[src/rtl/conv_pkg.sv]
// Shared defaults, FSM state encoding and the activation quantiser for the conv psum writer.
package conv_pkg;
   localparam int ACC_W      = 24;
   localparam int DATA_WIDTH = 8;
   localparam int DEPTH      = 132;
   localparam int ADDR_W     = 8;

   typedef enum logic [2:0] {IDLE, RD, WR, ACK, HOLD} state_t;

   // ReLU, arithmetic right shift, then clamp into the unsigned activation range.
   function automatic logic [DATA_WIDTH-1:0] quant_relu(input logic signed [ACC_W-1:0] sum,
                                                        input logic [4:0]              shift);
      logic signed [ACC_W-1:0] q;
      q = sum >>> shift;
      if (sum[ACC_W-1]) return '0;
      if (|q[ACC_W-1:DATA_WIDTH]) return '1;
      return q[DATA_WIDTH-1:0];
   endfunction
endpackage

[src/rtl/psum_ram.sv]
// Partial-sum store: DEPTH x ACC_W, one synchronous read port and one write port.
module psum_ram #(
   parameter int ACC_W  = conv_pkg::ACC_W,
   parameter int DEPTH  = conv_pkg::DEPTH,
   parameter int ADDR_W = conv_pkg::ADDR_W
) (
   input  logic                     clk,
   input  logic                     rd_en,
   input  logic [ADDR_W-1:0]        rd_addr,
   output logic signed [ACC_W-1:0]  rd_data,
   input  logic                     wr_en,
   input  logic [ADDR_W-1:0]        wr_addr,
   input  logic signed [ACC_W-1:0]  wr_data
);
   logic signed [ACC_W-1:0] mem [DEPTH];

   always_ff @(posedge clk) begin
      if (wr_en) mem[wr_addr] <= wr_data;
      if (rd_en) rd_data <= mem[rd_addr];
   end
endmodule

[src/rtl/conv_psum_writer.sv]
// Commits conv beats into the partial-sum store and, on the last channel, an 8-bit activation.
// Build option: define CONV_PSUM_SAT_EN to saturate the accumulation instead of wrapping.
module conv_psum_writer
   import conv_pkg::*;
#(
   parameter int ACC_W      = conv_pkg::ACC_W,
   parameter int DATA_WIDTH = conv_pkg::DATA_WIDTH,
   parameter int DEPTH      = conv_pkg::DEPTH,
   parameter int ADDR_W     = conv_pkg::ADDR_W
) (
   input  logic                  clk,
   input  logic                  rst,
   input  logic                  valid,
   input  logic [ADDR_W-1:0]     addr,
   input  logic [ACC_W-1:0]      pixel,
   input  logic                  first_chan,
   input  logic                  last_chan,
   input  logic [4:0]            shift,
   output logic                  save_done,
   output logic                  busy,
   output logic                  frame_done,
   output logic                  addr_err,
   input  logic                  rd_en,
   input  logic [ADDR_W-1:0]     rd_addr,
   output logic [DATA_WIDTH-1:0] rd_data
);
   localparam logic [ADDR_W-1:0] DEPTH_A = ADDR_W'(DEPTH);
   localparam logic [ADDR_W-1:0] LAST_A  = ADDR_W'(DEPTH - 1);

   state_t state, nxt;

   logic [ADDR_W-1:0]       addr_p0;
   logic signed [ACC_W-1:0] pixel_p0;
   logic                    first_p0, last_p0;
   logic [4:0]              shift_p0;
   logic                    in_range_p0;
   logic signed [ACC_W-1:0] psum_p1, sum_p1;
   logic                    ram_rd, ram_wr;
   logic [DATA_WIDTH-1:0]   act [DEPTH];

   function automatic logic signed [ACC_W-1:0] acc_add(input logic signed [ACC_W-1:0] a,
                                                       input logic signed [ACC_W-1:0] b);
`ifdef CONV_PSUM_SAT_EN
      logic signed [ACC_W:0] s;
      s = {a[ACC_W-1], a} + {b[ACC_W-1], b};
      if (s[ACC_W] != s[ACC_W-1])
         return s[ACC_W] ? {1'b1, {(ACC_W-1){1'b0}}} : {1'b0, {(ACC_W-1){1'b1}}};
      return s[ACC_W-1:0];
`else
      return a + b;
`endif
   endfunction

   always_ff @(posedge clk) begin
      if (rst) state <= IDLE;
      else     state <= nxt;
   end

   always_comb begin
      nxt        = state;
      save_done  = 1'b0;
      frame_done = 1'b0;
      busy       = (state != IDLE);
      case (state)
         IDLE: if (valid) nxt = RD;
         RD:   nxt = WR;
         WR:   nxt = ACK;
         ACK: begin
            save_done  = 1'b1;
            frame_done = last_p0 && (addr_p0 == LAST_A);
            nxt        = HOLD;
         end
         HOLD: if (!valid || (addr != addr_p0)) nxt = IDLE;
         default: nxt = IDLE;
      endcase
   end

   // p0: beat captured in IDLE; later input changes are ignored until the next IDLE
   always_ff @(posedge clk) begin
      if (state == IDLE && valid) begin
         addr_p0  <= addr;
         pixel_p0 <= pixel;
         first_p0 <= first_chan;
         last_p0  <= last_chan;
         shift_p0 <= shift;
      end
   end

   assign in_range_p0 = (addr_p0 < DEPTH_A);
   assign ram_rd      = (state == RD) && in_range_p0;
   // A reset landing in WR drops the beat, so the commit is suppressed too.
   assign ram_wr      = (state == WR) && in_range_p0 && !rst;

   // p1: stored partial sum available in WR
   assign sum_p1 = first_p0 ? pixel_p0 : acc_add(psum_p1, pixel_p0);

   psum_ram #(.ACC_W(ACC_W), .DEPTH(DEPTH), .ADDR_W(ADDR_W)) u_psum_ram (
      .clk     (clk),
      .rd_en   (ram_rd),
      .rd_addr (addr_p0),
      .rd_data (psum_p1),
      .wr_en   (ram_wr),
      .wr_addr (addr_p0),
      .wr_data (sum_p1)
   );

   always_ff @(posedge clk) begin
      if (ram_wr && last_p0) act[addr_p0] <= quant_relu(sum_p1, shift_p0);
   end

   always_ff @(posedge clk) begin
      if (rst)                               addr_err <= 1'b0;
      else if (state == WR && !in_range_p0)  addr_err <= 1'b1;
   end

   // Same-cycle write to the read address returns the pre-write activation.
   always_ff @(posedge clk) begin
      if (rst)        rd_data <= '0;
      else if (rd_en) rd_data <= (rd_addr < DEPTH_A) ? act[rd_addr] : '0;
   end
endmodule

[config.mk]
export PLATFORM = sky130hd
export DESIGN_NAME = conv_psum_writer
export DESIGN_NICKNAME = d
export VERILOG_FILES = /design/src/rtl/conv_pkg.sv /design/src/rtl/psum_ram.sv /design/src/rtl/conv_psum_writer.sv
export SDC_FILE = /design/constraint.sdc
export NUM_CORES = 2
export LEC_CHECK = 0
export BUFFER_PORTS_ARGS = -buffer_cell sky130_fd_sc_hd__buf_2
export CORE_UTILIZATION = 40
export DETAILED_ROUTE_END_ITERATION = 16
export SYNTH_ARGS = -nofsm -noshare
export SYNTH_HDL_FRONTEND = slang
export SYNTH_MEMORY_MAX_BITS = 65536
export SYNTH_SLANG_ARGS = --single-unit
[constraint.sdc]
create_clock -name clk -period 17 [get_ports clk]
set_input_delay 1.7 -clock clk [delete_from_list [all_inputs] [get_ports clk]]
set_output_delay 1.7 -clock clk [all_outputs]
set_load 0.05 [all_outputs]
Yosys cells after proc, flatten, opt, wreduce, memory -nomap -nowiden --
Memory sizes are Yosys's and may differ from the RTL's. A register that Yosys moved wholly into a read port is not among the register bits. Index checks and enable logic that the tools add are counted.
Word-level totals: flip-flop bits (word level) 51, latch bits 0, memory bits (writable) 4224, memory bits (read-only) 0, output and inout bits 12, word-level logic and storage cells 58, memories kept 2
Operators by class: add/sub/neg operators 1, multipliers 0, divide/modulo/power cells 0, order comparisons 2, equality and inequality tests 8, shift-type cells 1, mux-type cells 21, bitwise gates (word level) 0, reductions and logical operators 15
Memory list:
- u_psum_ram.mem | words 132, bits a word 24, rd ports 1, clocked after Yosys merged registers in 1, write ports 1, RTL line psum_ram.sv:15 | logic signed [ACC_W-1:0] mem [DEPTH];
- act | words 132, bits a word 8, rd ports 1, clocked after Yosys merged registers in 0, write ports 1, RTL line conv_psum_writer.sv:39 | logic [DATA_WIDTH-1:0] act [DEPTH];
Operators with widths (number):
- two-way mux 8 bit | 6
- adder 24 bit | 1
- two-way mux 24 bit | 1
- >>> shifter 24 x 5 -> 24 bit | 1
- < comparator 8 bit (second input constant) | 2
- OR reduction 16 bit | 1
- one-hot mux 3 bit (5 select lines) | 1
- two-way mux 1 bit | 11
- == test 8 bit (second input constant) | 1
- inequality test 8 bit | 1
- logical AND 1 bit | 7
- == test 3 x 2 -> 1 bit (second input constant) | 2
- two-way mux 3 bit | 2
- inequality test 2 bit (second input constant) | 2
- == test 3 x 1 -> 1 bit (second input constant) | 1
- == test 3 bit (second input constant) | 1
- logical NOT 1 bit | 3
- logical NOT 3 bit | 1
- nonzero test 3 bit | 1
- AND reduction 2 bit | 1
- logical OR 1 bit | 1

Logic depth before layout (Yosys ltp) --
word-level depth 10, gate-level depth with buffers 16

By module --
From an unflattened synthesis, not the netlist that was laid out.
Unflattened totals: cells, all modules 7849, area, all modules 168108.7 um^2
Modules (own cells, without submodules):
- psum_ram | times used 1, cells an instance 5472, area an instance 121954.5 um^2, sequential area each 95851.9 um^2
- conv_psum_writer | times used 1, cells an instance 2377, area an instance 46154.3 um^2, sequential area each 33121.8 um^2

Worst setup path after synthesis --
Ideal clock, no wire load.
path type register -> register, start register pixel_p0[0], end memory act[0][7] (data pin), setup time 1.355 ns, data arrival time 14.239 ns, data required time 15.645 ns, path slack 1.407 ns, stages on the path, launching flop included 15, buffers on the path 0, clock period less this slack 15.593 ns, path through edfxtp_1 > ha_1 > inv_1 > fa_1 > nand2b_1 > a21oi_4 > o21ai_0 > nor3b_1 > o31ai_1 > mux2i_1 > mux2i_1 > nor4b_1 > o221ai_1 > o22ai_2 > a311oi_1
Between the ends: cells in the longest elaborated chain, start to end 10, elaborated cells on any way between the ends 13, those cells by class add/sub (1); shift (1); mux (10); reduce/logical (1)
RTL lines:
- from (decl) | RTL line conv_psum_writer.sv:33 | logic signed [ACC_W-1:0] pixel_p0;
- from (signal assigned) | RTL line conv_psum_writer.sv:82 | pixel_p0 <= pixel;
- adder 24 bit * | RTL line conv_psum_writer.sv:50 | return a + b;
- two-way mux 24 bit * | RTL line conv_psum_writer.sv:95 | assign sum_p1 = first_p0 ? pixel_p0 : acc_add(psum_p1, pixel_p0);
- named net sum_p1[10] | RTL line conv_psum_writer.sv:37 | logic signed [ACC_W-1:0] psum_p1, sum_p1;
- >>> shifter 24 x 5 -> 24 bit * | RTL line conv_pkg.sv:14 | q = sum >>> shift;
- OR reduction 16 bit | RTL line conv_pkg.sv:16 | if (|q[ACC_W-1:DATA_WIDTH]) return '1;
- two-way mux 1 bit (2 in series) | RTL line conv_pkg.sv:16
- two-way mux 1 bit | RTL line conv_psum_writer.sv:108 | if (ram_wr && last_p0) act[addr_p0] <= quant_relu(sum_p1, shift_p0);
- two-way mux 8 bit * | RTL line conv_pkg.sv:17 | return q[DATA_WIDTH-1:0];
- two-way mux 8 bit * | RTL line conv_pkg.sv:16
- two-way mux 8 bit * | RTL line conv_psum_writer.sv:108
- to (decl) | RTL line conv_psum_writer.sv:39
Mark *: on every way through the listed nets, which the timed path passes. The rest lies on a longest branch. The select of a mux whose other input is x is not followed.

Worst setup path after layout --
start register first_p0, end memory act[12][7] (data pin)
Between the ends: cells in the longest elaborated chain, start to end 9, elaborated cells on any way between the ends 12, those cells by class shift (1); mux (10); reduce/logical (1)
RTL lines:
- from (decl) | RTL line conv_psum_writer.sv:34 | logic first_p0, last_p0;
- from (signal assigned) | RTL line conv_psum_writer.sv:83 | first_p0 <= first_chan;
- two-way mux 24 bit * | RTL line conv_psum_writer.sv:95
- named net sum_p1[19] | RTL line conv_psum_writer.sv:37
- >>> shifter 24 x 5 -> 24 bit * | RTL line conv_pkg.sv:14
- OR reduction 16 bit | RTL line conv_pkg.sv:16
- two-way mux 1 bit (2 in series) | RTL line conv_pkg.sv:16
- two-way mux 1 bit | RTL line conv_psum_writer.sv:108
- two-way mux 8 bit * | RTL line conv_pkg.sv:17
- two-way mux 8 bit * | RTL line conv_pkg.sv:16
- two-way mux 8 bit * | RTL line conv_psum_writer.sv:108
Marks and branches as above.

==> results.cfg <==
[pwr]
p_sw_share_pct = 23.4
power_density_nw_per_um2 = 123
p_sw_mw = 5.46
irDropWorstVdd_mv = 0.105
p_total_mw = 23.3
leakage_nw = 57.7
clockPowerShare_pct = 38.5
p_int_mw = 17.9
pwr-share-comb_pct = 9.2
power_frac_seq_pct = 52.2

[grt]
grt_use_total_pct = 21.2
antenna_found_initial = 46
grt_pass1_wl_mm = 634
overflow = 0
first_global_vias = 80600
grt_start_max_net_pins = 139

[clocking]
cts.clk_slew.worst_paths_ns = 0.06
cts_max_level = 5
clock_latency_ns = 1.00
cts_made_buffers = 419
numClockSinks = 4299
clockBufferDepth = 4
cts_hold_buf = 0
root_buffer = clkbuf_16
cts_setup_buffers = 0
cts_tree = done
cts_resized = 0

[timing]
finClkSkew_ns = 0.123
tightest_slew_ns = 1.33
rsz0062_at_grt = false
hold_ws_ns = 0.484
setup-tns-final_ns = 0
min_period_ns = 7.56
clock.fmax_ghz = 0.132
setup_viol = 0
hold_violations = 0
fin_crit_sh_pct = 44.5
maxSlewHeadroom_pct = 11.0
final_max_slew_viol_count = 0

[synthesis]
syn_inst = 7149
syn_area_um2 = 168000
syn-num-nets = 7224
synth_seq_cells = 4299
synth.distinct_cells = 102
synth_top_area_share_pct = 76.8
yosys-top-cells-area = edfxtp_1, mux4_2, nor2_1
postSynthAreaPerCell_um2 = 23.4
synth_top_area_cell = edfxtp_1
yosysWarningCount = 0
yosysSeqAreaShare_pct = 77.0
synth_edf_count = 4287
synth_ff_type = edfxtp_1
ys_async_sr_fraction_pct = 0

[floorplanning]
rows = 237
io_pins = 63
start_util_pct = 40.2
dieWidth_um = 649
die_h_um = 649
core_um2 = 417000
die_area_um2 = 422000

[placement]
placed_cell_area_um2 = 176000
io_buffers = 62
gp_congestion = 0.903
place_hpwl_mm = 256

[drt]
wl_met2_mm = 216
met1_length_mm = 182
drt_wl_total_mm = 454
num_vias = 80200
top_layer = met5
wl_met3_mm = 41.3
dr.first_iter.drc_count = 10700
first_pass_iters = 8
wire_per_inst_um = 34.1
drc = 0
viasPerCell = 6.03
antenna_left = 0

[worst_setup_path]
path_common_cell = buf_4
crit_type = reg -> reg
slowest_delay_ns = 0.95
required_ns = 17.62
arrival_ns = 8.18
r2r-start = first_p0
cp-startpoint = first_p0
crit_path_end_kind = register
crit_fanout = 112
r2r_slack_ns = 9.44
path_cells = buf_4 > buf_4 > inv_1 > buf_4 > and4_1 > a22oi_1 > o41a_2 > buf_4 > a222oi_1 > o2bb2ai_1 > nor3_1 > o221ai_1 > o22ai_2 > a311oi_4 > buf_4
start_kind = register
slowest_stage = buf_4

[worst_hold_path]
hp-start = addr_err
hold_class = reg -> reg

[cells_and_area]
area_delta_synth_final_pct = 13.1
fillCellCount = 34200
final_core_util_pct = 45.5
final_area_um2 = 190000
layout_commonest_cell = edfxtp_1
drive_gt1_share_pct = 31.7
final_cell_mix = edfxtp_1, mux4_2, clkbuf_16, buf_4, nor2_1
layout.nets = 7549

[run_status]
status = complete, no violations

[run]
cap_violations = 0
worst max-delay path: cells and delay by family, from the launching register on:
| family | cells | cell delay [ns] |
|---|---|---|
| AOI/OAI and AO/OA | 7 | 3.34 |
| buffers and inverters | 6 | 3.00 |
| DFF | 1 | 0.33 |
| and+or+nand+nor | 2 | 0.30 |
state kept, by name, summed over array words and instances, names as in the netlist:
| register | count |
|---|---|
| rd_data | 8 |
| shift_p0 | 5 |
| u_psum_ram.mem | 3168 |
| first_p0 | 1 |
| state | 3 |
| addr_p0 | 8 |
| u_psum_ram.rd_data | 24 |
| last_p0 | 1 |
| pixel_p0 | 24 |
| addr_err | 1 |
| act | 1056 |
cell type report:
cell class	count	area (µm²)	area share, %
sequential	4299	129000	68.0
multi-input combinational	2424	38200	20.2
clock buffer	505	10900	5.75
tap	5497	6880	3.63
timing repair buffer	308	2240	1.18
clock inverter	238	2210	1.17
inverter	22	93.8	0.0495
antenna	13	32.5	0.0172
per-layer routing:
layer	vias to the layer above	track usage [%]
met5	-	0
met2	4081	33.8
met1	44000	30.0
met4	6	5.99
li1	31400	-
met3	716	4.11
power groups by stage:
stage,clock (mW),sequential (mW),combinational [mW]
2_1_floorplan,0,12.5,1.22
3_3_place_gp,0,12.4,2.10
3_5_place_dp,0,12.4,2.16
4_1_cts,9.11,12.2,2.16
5_1_grt,9.50,12.2,2.26
6_report,8.99,12.2,2.15
logic make-up after synthesis:
family | after synthesis | synth area share (%)
fa+ha+maj | 24 | 0.184
mux | 1420 | 18.7
flops | 4299 | 77.0
buf+inv | 426 | 1.06
xor+xnor | 25 | 0.135
simple gates | 663 | 1.73
compound gates | 292 | 1.28
path summary, 6_finish.rpt:
kind / to / cells after the start
hold reg to reg: addr_err / 2
hold / removal: addr_err / 2
setup / recovery: act[12][7] / 15
setup reg to reg: act[12][7] / 15
per-stage QoR:
stage / setup slack (ns) / std cells
2_1_floorplan: 1.41 / 7149
3_3_place_gp: 9.84 / 12600
3_5_place_dp: 9.59 / 12600
4_1_cts: 9.58 / 13300
5_1_grt: 9.09 / 13300
6_report: 9.44 / 13300
cells in the mapped netlist, drive strengths merged (11+ instances only):
cell type,count
o21ai,63
dfxtp,12
a32oi,12
a21oi,65
nand2,156
nor2,351
nand4,17
buf,198
nor3,28
o211ai,11
edfxtp,4287
xor2,11
nand3,38
a22oi,16
nor2b,20
a21o,14
clkbuf,206
a211oi,17
mux4,1361
mux2i,49
xnor2,14
inv,20
ha,23
a31oi,15
Power figures use the tool's default switching activity.
